--- config.mk ---
export PLATFORM = sky130hd
export DESIGN_NAME = icache_dm_flat
export DESIGN_NICKNAME = d
export VERILOG_FILES = /design/src/rtl/cache_pkg.sv /design/src/rtl/icache_dm_if.sv /design/src/rtl/icache_dm_array.sv /design/src/rtl/icache_dm.sv /design/src/flat_wrapper.sv
export SDC_FILE = /design/constraint.sdc
export NUM_CORES = 1
export LEC_CHECK = 0
export ABC_AREA = 0
export BUFFER_PORTS_ARGS = -buffer_cell sky130_fd_sc_hd__buf_2
export CAP_MARGIN = 15
export CORE_MARGIN = 1
export CORE_UTILIZATION = 40
export CTS_CLUSTER_DIAMETER = 150
export DETAILED_ROUTE_END_ITERATION = 10
export GPL_ROUTABILITY_DRIVEN = 0
export PLACE_DENSITY = 0.68
export SYNTH_ARGS = -nofsm -noshare
export SYNTH_HDL_FRONTEND = slang
export SYNTH_SLANG_ARGS = --single-unit
--- constraint.sdc ---
create_clock -name clk -period 15.6 [get_ports clk]
set_input_delay 3.12 -clock clk [delete_from_list [all_inputs] [get_ports clk]]
set_output_delay 3.12 -clock clk [all_outputs]
set_load 0.02 [all_outputs]
--- src/rtl/cache_pkg.sv ---
// Shared geometry and FSM state encoding for the instruction cache.
// Blocks are 128 bits, made of four 32-bit instruction words.
package cache_pkg;
    localparam int BLOCK_W         = 128;
    localparam int WORD_W          = 32;
    localparam int WORDS_PER_BLOCK = 4;
    localparam int OFFSET_W        = 2;

    typedef enum logic [1:0] {
        IDLE  = 2'd0,
        FETCH = 2'd1,
        FILL  = 2'd2
    } state_t;
endpackage

--- src/rtl/icache_dm_if.sv ---
// Fetch-port and slow-memory signals of the instruction cache.
// The cache uses the slave modport; the core plus memory use master.
interface icache_dm_if
    import cache_pkg::*;
#(
    parameter int ADDR_W = 30
);
    logic                proc_read;
    logic [ADDR_W-1:0]   proc_addr;
    logic [WORD_W-1:0]   proc_rdata;
    logic                proc_stall;
    logic                flush;
    logic                mem_read;
    logic                mem_write;
    logic [ADDR_W-3:0]   mem_addr;
    logic [BLOCK_W-1:0]  mem_wdata;
    logic [BLOCK_W-1:0]  mem_rdata;
    logic                mem_ready;

    modport slave (
        input  proc_read, proc_addr, flush, mem_rdata, mem_ready,
        output proc_rdata, proc_stall, mem_read, mem_write, mem_addr, mem_wdata
    );

    modport master (
        output proc_read, proc_addr, flush, mem_rdata, mem_ready,
        input  proc_rdata, proc_stall, mem_read, mem_write, mem_addr, mem_wdata
    );
endinterface

--- src/rtl/icache_dm_array.sv ---
// Valid/tag/data storage: one combinational read port, one synchronous
// write port and a synchronous clear of every valid bit.
module icache_dm_array
    import cache_pkg::*;
#(
    parameter int NUM_BLOCKS = 8,
    parameter int IDX_W      = 3,
    parameter int TAG_W      = 25
) (
    input  logic               clk,
    input  logic               i_clr,
    input  logic [IDX_W-1:0]   i_rd_idx,
    output logic               o_rd_valid,
    output logic [TAG_W-1:0]   o_rd_tag,
    output logic [BLOCK_W-1:0] o_rd_data,
    input  logic               i_wr_en,
    input  logic [IDX_W-1:0]   i_wr_idx,
    input  logic [TAG_W-1:0]   i_wr_tag,
    input  logic [BLOCK_W-1:0] i_wr_data
);
    logic [NUM_BLOCKS-1:0] r_valid;
    logic [TAG_W-1:0]      r_tag  [NUM_BLOCKS];
    logic [BLOCK_W-1:0]    r_data [NUM_BLOCKS];

    // Clear wins over a same-edge write so a reset mid-refill leaves nothing valid.
    always_ff @(posedge clk) begin
        if (i_clr) begin
            r_valid <= '0;
        end else if (i_wr_en) begin
            r_valid[i_wr_idx] <= 1'b1;
        end
    end

    always_ff @(posedge clk) begin
        if (i_wr_en) begin
            r_tag[i_wr_idx]  <= i_wr_tag;
            r_data[i_wr_idx] <= i_wr_data;
        end
    end

    assign o_rd_valid = r_valid[i_rd_idx];
    assign o_rd_tag   = r_tag[i_rd_idx];
    assign o_rd_data  = r_data[i_rd_idx];
endmodule

--- src/rtl/icache_dm.sv ---
// Direct-mapped read-only instruction cache: hit compare, refill FSM and
// deferred flush handling around the icache_dm_array storage.
module icache_dm
    import cache_pkg::*;
#(
    parameter int NUM_BLOCKS = 8,
    parameter int ADDR_W     = 30
) (
    input  logic        clk,
    input  logic        rst,
    icache_dm_if.slave  bus
);
    localparam int IDX_W   = $clog2(NUM_BLOCKS);
    localparam int BADDR_W = ADDR_W - OFFSET_W;
    localparam int TAG_W   = BADDR_W - IDX_W;

    state_t               r_state;
    logic                 r_mem_read;
    logic [BADDR_W-1:0]   r_mem_addr;
    logic                 r_flush_pend;

    logic [IDX_W-1:0]     w_idx;
    logic [TAG_W-1:0]     w_tag;
    logic                 w_line_valid;
    logic [TAG_W-1:0]     w_line_tag;
    logic [BLOCK_W-1:0]   w_line_data;
    logic [WORD_W-1:0]    w_words [WORDS_PER_BLOCK];
    logic                 w_hit;
    logic                 w_miss;
    logic                 w_idle;
    logic                 w_clr;
    logic                 w_wr_en;

    assign w_idx  = bus.proc_addr[OFFSET_W +: IDX_W];
    assign w_tag  = bus.proc_addr[ADDR_W-1 -: TAG_W];
    assign w_hit  = bus.proc_read && w_line_valid && (w_line_tag == w_tag);
    assign w_miss = bus.proc_read && !w_hit;
    assign w_idle = (r_state == IDLE);

    // A flush seen in FETCH/FILL lands here only after the retried access is served.
    assign w_clr   = rst || (w_idle && (bus.flush || r_flush_pend));
    assign w_wr_en = (r_state == FETCH) && bus.mem_ready && !rst;

    icache_dm_array #(
        .NUM_BLOCKS (NUM_BLOCKS),
        .IDX_W      (IDX_W),
        .TAG_W      (TAG_W)
    ) u_array (
        .clk        (clk),
        .i_clr      (w_clr),
        .i_rd_idx   (w_idx),
        .o_rd_valid (w_line_valid),
        .o_rd_tag   (w_line_tag),
        .o_rd_data  (w_line_data),
        .i_wr_en    (w_wr_en),
        .i_wr_idx   (r_mem_addr[IDX_W-1:0]),
        .i_wr_tag   (r_mem_addr[BADDR_W-1 -: TAG_W]),
        .i_wr_data  (bus.mem_rdata)
    );

    for (genvar gi = 0; gi < WORDS_PER_BLOCK; gi++) begin : g_word
        assign w_words[gi] = w_line_data[WORD_W*gi +: WORD_W];
    end

    assign bus.proc_rdata = w_hit ? w_words[bus.proc_addr[OFFSET_W-1:0]] : '0;
    assign bus.proc_stall = !w_idle || w_miss;
    assign bus.mem_read   = r_mem_read;
    assign bus.mem_addr   = r_mem_addr;
    assign bus.mem_write  = 1'b0;
    assign bus.mem_wdata  = '0;

    always_ff @(posedge clk) begin
        if (rst) begin
            r_state      <= IDLE;
            r_mem_read   <= 1'b0;
            r_mem_addr   <= '0;
            r_flush_pend <= 1'b0;
        end else begin
            case (r_state)
                IDLE: begin
                    r_flush_pend <= 1'b0;
                    if (w_miss) begin
                        r_mem_addr <= bus.proc_addr[ADDR_W-1:OFFSET_W];
                        r_mem_read <= 1'b1;
                        r_state    <= FETCH;
                    end
                end
                FETCH: begin
                    if (bus.flush) begin
                        r_flush_pend <= 1'b1;
                    end
                    if (bus.mem_ready) begin
                        r_mem_read <= 1'b0;
                        r_state    <= FILL;
                    end
                end
                FILL: begin
                    if (bus.flush) begin
                        r_flush_pend <= 1'b1;
                    end
                    r_state <= IDLE;
                end
                default: begin
                    r_mem_read <= 1'b0;
                    r_state    <= IDLE;
                end
            endcase
        end
    end
endmodule

--- src/flat_wrapper.sv ---
// flat-port wrapper written by rule: the top's interface ports become plain ports
module icache_dm_flat import cache_pkg::*;
#(
    parameter int NUM_BLOCKS = 8,
    parameter int ADDR_W     = 30
)
  (clk, rst, bus_proc_read, bus_proc_addr, bus_flush, bus_mem_rdata, bus_mem_ready, bus_proc_rdata, bus_proc_stall, bus_mem_read, bus_mem_write, bus_mem_addr, bus_mem_wdata);
  icache_dm_if #(.ADDR_W(ADDR_W)) bus_i ();
  input  logic clk;
  input  logic rst;
  input wire logic [$bits(bus_i.proc_read)-1:0] bus_proc_read;
  input wire logic [$bits(bus_i.proc_addr)-1:0] bus_proc_addr;
  input wire logic [$bits(bus_i.flush)-1:0] bus_flush;
  input wire logic [$bits(bus_i.mem_rdata)-1:0] bus_mem_rdata;
  input wire logic [$bits(bus_i.mem_ready)-1:0] bus_mem_ready;
  output wire logic [$bits(bus_i.proc_rdata)-1:0] bus_proc_rdata;
  output wire logic [$bits(bus_i.proc_stall)-1:0] bus_proc_stall;
  output wire logic [$bits(bus_i.mem_read)-1:0] bus_mem_read;
  output wire logic [$bits(bus_i.mem_write)-1:0] bus_mem_write;
  output wire logic [$bits(bus_i.mem_addr)-1:0] bus_mem_addr;
  output wire logic [$bits(bus_i.mem_wdata)-1:0] bus_mem_wdata;
  assign bus_i.proc_read = bus_proc_read;
  assign bus_i.proc_addr = bus_proc_addr;
  assign bus_i.flush = bus_flush;
  assign bus_i.mem_rdata = bus_mem_rdata;
  assign bus_i.mem_ready = bus_mem_ready;
  assign bus_proc_rdata = bus_i.proc_rdata;
  assign bus_proc_stall = bus_i.proc_stall;
  assign bus_mem_read = bus_i.mem_read;
  assign bus_mem_write = bus_i.mem_write;
  assign bus_mem_addr = bus_i.mem_addr;
  assign bus_mem_wdata = bus_i.mem_wdata;
  icache_dm #(.NUM_BLOCKS(NUM_BLOCKS), .ADDR_W(ADDR_W)) u_core (.clk(clk), .rst(rst), .bus(bus_i));
endmodule
==> Word level (Yosys, flattened, before mapping) <==
Memory sizes are Yosys's and may differ from the RTL's.
Index checks and enable logic that the tools add are counted.
W data, S select, Z words.
{ "op_classes": {"order_cmp": 4, "eq_ne": 6, "mux": 18, "bitwise": 3, "n_reduce_logical": 20} }
{ "op_table": {"columns": ["cell", "count"], "rows": [
  ["$mux W32", 3],
  ["$bmux W32 S2", 1],
  ["$eq A25 B25 Y1", 1],
  ["$lt A3 B4 Y1 const B", 2],
  ["$or A8 B8 Y8", 1],
  ["$logic_and A1 B1 Y1", 7],
  ["$mux W1", 7],
  ["$reduce_and A2 Y1", 3],
  ["$mux W2", 2],
  ["$ne A2 B1 Y1 const B", 2],
  ["$pmux W2 S2", 1],
  ["$bmux W1 S3", 1],
  ["$demux W1 S3", 1],
  ["$ge A3 B1 Y1 const B", 1],
  ["$ge A3 B3 Y1 const B", 1],
  ["$logic_not A1 Y1", 3],
  ["$logic_or A1 B1 Y1", 3],
  ["$not A2 Y3", 1],
  ["$pmux W1 S3", 1],
  ["$reduce_and A3 Y1", 1],
  ["$eq A2 B1 Y1 const B", 1],
  ["$eq A2 B2 Y1 const B", 1],
  ["$logic_not A2 Y1", 1],
  ["$ne A2 B2 Y1 const B", 1],
  ["4 further kinds", 4]
]} }
{ "totals": {"register_bits": 40, "ramBits": 1224, "inputBits": 163, "output_inout_bits": 191, "elab_cells": 58, "n_memories": 2} }
{ "mem_list": {"columns": ["memory", "depth", "word_bits", "read_ports", "rd_clocked_by_memory_dff", "wr", "line_no", "text"], "rows": [
  ["u_core.u_array.r_data", 8, 128, 1, 0, 1, "icache_dm_array.sv:23", "logic [BLOCK_W-1:0] r_data [NUM_BLOCKS];"],
  ["u_core.u_array.r_tag", 8, 25, 1, 0, 1, "icache_dm_array.sv:22", "logic [TAG_W-1:0] r_tag [NUM_BLOCKS];"]
]} }

==> Depth between registers and ports, before layout <==
Gate-level depths: netlist of the first run.
{ "depth": {"ltp_word": 8, "ltp_mapped": 13, "ltp_nobuf": 8} }

==> Hierarchy <==
From an unflattened synthesis of the first run, not the netlist that was laid out.
{ "hier_totals": {"hier_cells": 2212, "hier_area_um2": 50066.8} }
{ "by_module_without_submodules": {"columns": ["module", "n_inst", "cells_each", "area_per_inst_um2", "seq_area_each_um2"], "rows": [
  ["icache_dm_array", 1, 1813, 46250.6, 36915.4],
  ["icache_dm", 1, 399, 3816.2, 640.6]
]} }

==> Worst setup path after synthesis of the first run <==
No wires, ideal clock.
{ "synth_timing": {"path_type": "input-to-reg", "start": "in rst", "end": "mem u_core.u_array.r_data[0][0], enable pin", "setup_ns": 0.855, "arrival_time_ns": 14.073, "t_required_ns": 14.745, "setup_slack_ns": 0.672, "stages": 3, "path_buffers": 1, "cell_sequence": "clkbuf_1 -> or3_1 -> nor3_1"} }
{ "synth_between": {"elab_chain_cells": 4} }
{ "synth_rtl": {"columns": ["element", "line_no", "text"], "rows": [
  ["start: declaration", "flat_wrapper.sv:10", "input logic rst;"],
  ["$logic_not A1 Y1", "icache_dm.sv:42", "assign w_wr_en = (r_state == FETCH) && bus.mem_ready && !rst;"],
  ["$logic_and A1 B1 Y1", "icache_dm.sv:42", null],
  ["$mux W1", "icache_dm_array.sv:35", "if (i_wr_en) begin"],
  ["$mux W1 (not written as such)", "icache_dm_array.sv:37", "r_data[i_wr_idx] <= i_wr_data;"],
  ["end: declaration", "icache_dm_array.sv:23", null]
]} }
No other way between the ends.

==> Worst setup path after layout of the first run <==
{ "layout_timing": {"start": "in bus_proc_addr[2]", "end": "out bus_proc_rdata[8]"} }
{ "layout_between": {"elab_chain_cells": 5, "elab_cells_between_ends": 11, "cone_classes": "1 x eq/ne; 6 x mux; 2 x reduce/logical; 2 x memory"} }
{ "layout_rtl": {"columns": ["element", "line_no", "text"], "rows": [
  ["start: declaration", "flat_wrapper.sv:12", "input wire logic [$bits(bus_i.proc_addr)-1:0] bus_proc_addr;"],
  ["$mem_v2 Z8 W128 / $bmux W1 S3 (equally long branches)", null, null],
  ["$bmux W32 S2 / $mux W1 (equally long branches)", "icache_dm.sv:65, icache_dm_array.sv:41", null],
  ["$mux W32 (not written as such) / $logic_and A1 B1 Y1 (equally long branches) (2 in series)", "icache_dm.sv:65, icache_dm.sv:36", null],
  ["$mux W32 (*)", "icache_dm.sv:65", "assign bus.proc_rdata = w_hit ? w_words[bus.proc_addr[OFFSET_W-1:0]] : '0;"],
  ["end: declaration", "flat_wrapper.sv:16", "output wire logic [$bits(bus_i.proc_rdata)-1:0] bus_proc_rdata;"]
]} }
Every way passes the cells marked *; elsewhere a longest branch is shown, timed or not. The select of a mux whose other input is x is not followed.

==> metrics.cfg, run 1 <==
[layout]
syn2layout_area_growth_pct=14.37
multi_input_area_um2=10990
fin_area_um2=56570
mostFrequentLayoutCells=edfxtp_1 (1224), mux4_2 (356), buf_2 (220)
regArea_um2=37560
drive_above_1_share_pct=32.32
fill_cells=9928
final_common_cell=edfxtp_1
fin_nets=2632

[critical_path]
crit_family=buffers and inverters
path_buf_inv=5
cp_slowest_cell=buf_4
path_class=in2out
worst_setup_path_end_kind=output port
critPathLaunchType=input port
required_ps=12480
cp.arrival_ps=7810
crit_fanout=114
cpPeakStageDelay_ps=890
worstPathCellList=buf_8 > buf_12 > buf_4 > buf_4 > mux4_2 > mux4_2 > mux2i_1 > nor2_1 > buf_2

[synth]
yosysUniqueCellTypes=42
synth_edf_count=1224
ys_seq_elements=1264
synth_top_flop_cell=edfxtp_1
async_flop_share_pct=0
ys.warnings.count=0
synth.avg_cell_area_um2=22.69
synth_cells=2180
syn-cell-area_um2=49470
synth_seq_area_share_pct=75.92

[power_and_ir_drop]
leakage_nw=18.44
vdd_drop_max_uv=91.89
total_power_mw=7.360
p_per_area_nw_per_um2=130.1

[sta]
finalHoldViolCount=0
maxSlewHeadroom_pct=27.55
worstMarginPinSlew_ps=1087
setup-tns-final_ps=0
setup_slack_ps=4666
finalSetupViolations=0
period_minus_slack_ps=10930
skew_ps=19.57
slew_viol_final=0
post-route-period-util_pct=70.09
whs_ps=468.4
rsz0062_at_grt=false
max_freq_ghz=0.09146

[floorplan]
die_w_um=353.7
start_util_pct=40.48
io_pins=354
row_count=128
die_area_um2=125100
core_area_um2=122200
die_y_um=353.7

[run]
drv_cap=0

[clock_network]
cts_tree=yes
clk_pin_slew_worst_paths_ps=60
clk_latency_ps=750
post_cts_buffers=0
cts_resized=0
clk_path_buf_depth=3
cts_buffers=132
cts.htree.levels=4
cts_sinks=1264
clockRootBuffer=clkbuf_16
cts.hold.buffers_added=0

[routing]
vias_per_cell=5.339
vias=22460
drt_iter0_drc=1816
drcViolationCount=0
firstDrtPassIters=5
ant_nets=0
wl_per_cell_um=25.71
postRouteWirelength_um=108100

[placed_design]
place_area_um2=52060
pre_cts_ws_ps=4470
dp_hpwl_um=59280
port_buffers=224

[status]
status=finished, final reports clean

[grt]
grt_max_degree=115
grt_overflow=0
grt_pass1_vias=23740
antenna_found_initial=55
track_usage_pct=17.36
grt_pass1_wl_um=158400

[min_path]
hp-class=reg2reg

==> cells by family (layout without fill, tap and decap cells) <==
logic type      count (synthesis)  after routing  synth area share (%)
compound gates                 39             39                0.5489
xor+xnor                       17             17                0.3010
fa+ha+maj                       4              4                0.1012
buf+inv                       237            494                 2.947
flops                        1264           1264                 75.92
mux                           464            464                 18.42
other cells                     1            145              0.007581
simple gates                  154            154                 1.755
==> stage by stage <==
stage | instances | utilization (%)
2_1_floorplan | 2308 | -
3_3_place_gp | 3956 | 42.61
3_5_place_dp | 3956 | 42.61
4_1_cts | 4190 | 46.26
5_1_grt | 4200 | 46.29
6_report | 4206 | 46.30
==> area by class of cell <==
class                   count  area share [%]
well taps                1625           3.594
clock inverters            77           1.767
inverters                   3         0.01990
repair buffers            257           2.610
flip-flops and latches   1264           66.38
clock buffers             157           6.133
multi-input cells         807           19.42
diodes                     16         0.07077
==> worst paths after layout <==
check             slack (ps)  cells past startpoint                                      to                                    from
setup / recovery        4670                      9                       bus_proc_rdata[8]                        bus_proc_addr[2]
setup reg to reg       11290                      9     u_core.bus.mem_addr[1]$_SDFFE_PP0P_   u_core.u_array.r_tag[6][10]$_DFFE_PP_
hold reg to reg          470                      1  u_core.u_array.r_valid[6]$_SDFFE_PP0P_  u_core.u_array.r_valid[6]$_SDFFE_PP0P_
hold / removal           470                      1  u_core.u_array.r_valid[6]$_SDFFE_PP0P_  u_core.u_array.r_valid[6]$_SDFFE_PP0P_
==> synth_stat cells, types with 2 or more instances <==
| cell type | count | area share (%) |
|---|---|---|
| buf_6 | 6 | 0.14 |
| mux4_2 | 356 | 16 |
| edfxtp_1 | 1224 | 74 |
| and4_1 | 2 | 0.035 |
| buf_2 | 22 | 0.22 |
| a31oi_1 | 3 | 0.038 |
| xor2_1 | 13 | 0.23 |
| nand4_1 | 3 | 0.038 |
| nand2_1 | 18 | 0.14 |
| o21ai_0 | 8 | 0.081 |
| buf_4 | 132 | 2.0 |
| mux2_2 | 9 | 0.20 |
| nor3_1 | 2 | 0.020 |
| ha_1 | 4 | 0.10 |
| nand3_1 | 4 | 0.040 |
| mux2i_1 | 99 | 2.0 |
| nor4_4 | 2 | 0.086 |
| a22oi_1 | 2 | 0.030 |
| nor2_1 | 43 | 0.33 |
| clkbuf_1 | 47 | 0.36 |
| or3_1 | 7 | 0.089 |
| nor2b_1 | 3 | 0.038 |
| a22o_1 | 8 | 0.14 |
| o22ai_1 | 4 | 0.051 |
| buf_1 | 27 | 0.20 |
| nand2b_1 | 65 | 0.82 |
| o21a_1 | 8 | 0.12 |
| dfxtp_1 | 40 | 1.6 |
| inv_1 | 3 | 0.023 |
| xnor2_1 | 4 | 0.071 |
==> sequential cells by signal (all words and copies together), names as in the netlist <==
| register | cells |
|---|---|
| u_core.r_state | 2 |
| u_core.bus.mem_addr | 28 |
| u_core.r_flush_pend | 1 |
| u_core.u_array.r_valid | 8 |
| u_core.u_array.r_tag | 200 |
| u_core.bus.mem_read | 1 |
| u_core.u_array.r_data | 1024 |
==> routing by layer <==
layer  track usage [%]  vias to the layer above  part of all wire, %
li1                  -                     9459                    -
met1             23.00                    11940                   42
met2             27.37                      824                   48
met3             5.041                      200                  7.4
met4             6.182                       34                  2.4
met5                 0                        -                 0.20
==> power by group <==
| group | total (mW) | switching (mW) | leakage [nW] | internal, mW |
|---|---|---|---|---|
| logic | 0.367 | 0.217 | 4.93 | 0.150 |
| registers | 3.78 | 0.0209 | 11.3 | 3.75 |
| clock network | 3.22 | 1.31 | 2.17 | 1.91 |
(Power assumes the default switching activity.)
==> run 2, diff against run 1 <==
- PLACE_DENSITY: 0.68 -> 0.66
- clock period: 15.6 -> 11.1 ns (I/O delays scaled with it)
==> run 2 against run 1 <==
  * Sequential power up 40%
  * Highest routed layer unchanged
  * Critical path type unchanged
  * Cell area down 0.38%
  * Combinational power up 40%
  * Global-route usage about the same
==> metrics.cfg, run 2 (same netlist as run 1, synthesis figures left out) <==
[routing]
wl_per_cell_um=25.52  ; -0.75%
drcViolationCount=0  ; unchanged
drt_iter0_drc=1857  ; +2.3%
postRouteWirelength_um=107400  ; -0.66%
firstDrtPassIters=5  ; unchanged
ant_nets=0  ; unchanged
vias=22340  ; -0.53%
vias_per_cell=5.306  ; -0.63%

[power_and_ir_drop]
p_int_mw=7.954  ; +37%
p_per_area_nw_per_um2=179.6  ; +38%
sw_frac_of_total_pct=21.42  ; +0.36 points
leakage_nw=18.34  ; -0.54%
total_power_mw=10.12  ; +38%
vdd_drop_max_uv=168.6  ; +83%
p_switching_mw=2.168  ; +40%
pwr-share-comb_pct=5.1  ; about the same
seqPwrFrac_pct=52.4  ; +1.1 points
p_clk_share_pct=42.5  ; -1.2 points

[sta]
rsz0062_at_grt=false
maxSlewHeadroom_pct=22.87  ; -4.7 points
setup-tns-final_ps=0  ; unchanged
worstMarginPinSlew_ps=1157  ; +70.14 ps
slew_viol_final=0  ; unchanged
finalSetupViolations=0  ; unchanged
post-route-period-util_pct=76.72
finalHoldViolCount=0  ; unchanged
skew_ps=22.57  ; +3.003 ps
max_freq_ghz=0.1174
period_minus_slack_ps=8516

[grt]
track_usage_pct=17.35  ; about the same
grt_overflow=0  ; unchanged
grt_pass1_vias=23600  ; -0.59%
grt_max_degree=113  ; -1.7%
grt_pass1_wl_um=158200  ; -0.12%
antenna_found_initial=37  ; -33%

[run]
drv_cap=0  ; unchanged

[clock_network]
post_cts_buffers=0  ; unchanged
cts.hold.buffers_added=0  ; unchanged
clk_latency_ps=750  ; about the same
cts.htree.levels=4  ; unchanged
clockRootBuffer=clkbuf_16
cts_tree=yes
cts_resized=0  ; unchanged
clk_path_buf_depth=3  ; unchanged
cts_sinks=1264  ; unchanged
cts_buffers=135  ; +2.3%
clk_pin_slew_worst_paths_ps=60  ; about the same

[layout]
fin_nets=2633  ; +0.038%
top_register=u_core.u_array.r_data
drive_above_1_share_pct=31.83  ; -0.49 points
regArea_um2=37560  ; unchanged
syn2layout_area_growth_pct=13.93
final_common_cell=edfxtp_1
multi_input_area_um2=11000  ; +0.11%
mostFrequentLayoutCells=edfxtp_1 (1224), mux4_2 (356), buf_2 (220)
largest_register_ffs=1024  ; unchanged
fill_cells=9988  ; +0.60%

[critical_path]
cpPeakStageDelay_ps=890  ; about the same
r2r_setup_slack_ps=6990  ; -4300 ps
path_class=in2out
worstPathCellList=buf_8 > buf_4 > buf_4 > mux4_2 > mux4_2 > mux2i_1 > nor2_1 > buf_2
critPathLaunchType=input port
worst_setup_path_end_kind=output port
path_buf_inv=4  ; -1
cp.arrival_ps=6300  ; -1510 ps
crit_fanout=84  ; -26%
cp_slowest_cell=buf_4
crit_family=buffers and inverters
required_ps=8880  ; -3600 ps

[floorplan]
core_area_um2=122200  ; unchanged
start_util_pct=40.48  ; unchanged
die_y_um=353.7  ; unchanged
row_count=128  ; unchanged
die_area_um2=125100  ; unchanged
die_w_um=353.7  ; unchanged
io_pins=354  ; unchanged

[status]
status=finished, final reports clean

[placed_design]
dp_hpwl_um=57740  ; -2.6%
port_buffers=224  ; unchanged

[min_path]
hp-class=reg2reg

-- run 2: power groups by stage --
stage | registers [mW] | clock network (mW) | logic (mW)
final | 5.31 | 4.30 | 0.514
after global routing | 5.31 | 4.59 | 0.554
after CTS | 5.31 | 4.41 | 0.523
after detailed placement | 5.41 | 0 | 0.522
after global placement | 5.40 | 0 | 0.510
after floorplan | 5.42 | 0 | 0.365
-- run 2: layer usage --
metal	GRT usage [%]	vias to the layer above	wire length, um
li1	-	9454	-
met1	23.15	11890	45490
met2	28.47	770	52870
met3	4.320	192	6921
met4	4.502	34	1942
met5	0	-	203
-- run 2: area by class of cell --
| class | instances | share of cell area, % |
|---|---|---|
| sequential | 1264 | 66.64 |
| multi-input combinational | 807 | 19.52 |
| clock buffer | 173 | 6.412 |
| tap | 1625 | 3.608 |
| timing repair buffer | 255 | 2.609 |
| clock inverter | 74 | 1.152 |
| antenna | 9 | 0.03996 |
| inverter | 3 | 0.01998 |
-- run 2: worst paths after layout --
check,startpoint,endpoint,cells past startpoint
max reg2reg,u_core.u_array.r_tag[6][18]$_DFFE_PP_,u_core.bus.mem_addr[11]$_SDFFE_PP0P_,9
min,u_core.u_array.r_valid[2]$_SDFFE_PP0P_,u_core.u_array.r_valid[2]$_SDFFE_PP0P_,1
min reg2reg,u_core.u_array.r_valid[2]$_SDFFE_PP0P_,u_core.u_array.r_valid[2]$_SDFFE_PP0P_,1
max,bus_proc_addr[3],bus_proc_rdata[0],8
-- run 2: worst reg2reg max path, stage by stage (launching register included) --
cell      delay (ps)
edfxtp_1         360
mux4_2           450
mux2i_1          170
xor2_1           170
nand2_1          160
nor4b_2          540
nand4_4          830
and3_1           730
buf_4            360
mux2i_1          190
-- run 2: per-stage QoR --
| step | std cells | utilization [%] | setup slack [ps] | hold slack [ps] | instance area, um^2 |
|---|---|---|---|---|---|
| 6_report | 4210 | 46.12 | 2584 | 466.3 | 56360 |
| 5_1_grt | 4202 | 46.10 | 2340 | 482.1 | 56340 |
| 4_1_cts | 4201 | 46.10 | 2532 | 465.8 | 56330 |
| 3_5_place_dp | 3954 | 42.61 | 2571 | 452.0 | 52070 |
| 3_3_place_gp | 3954 | 42.61 | 2581 | 440.2 | 52070 |
| 2_1_floorplan | 2308 | - | 1204 | 435.4 | 49960 |
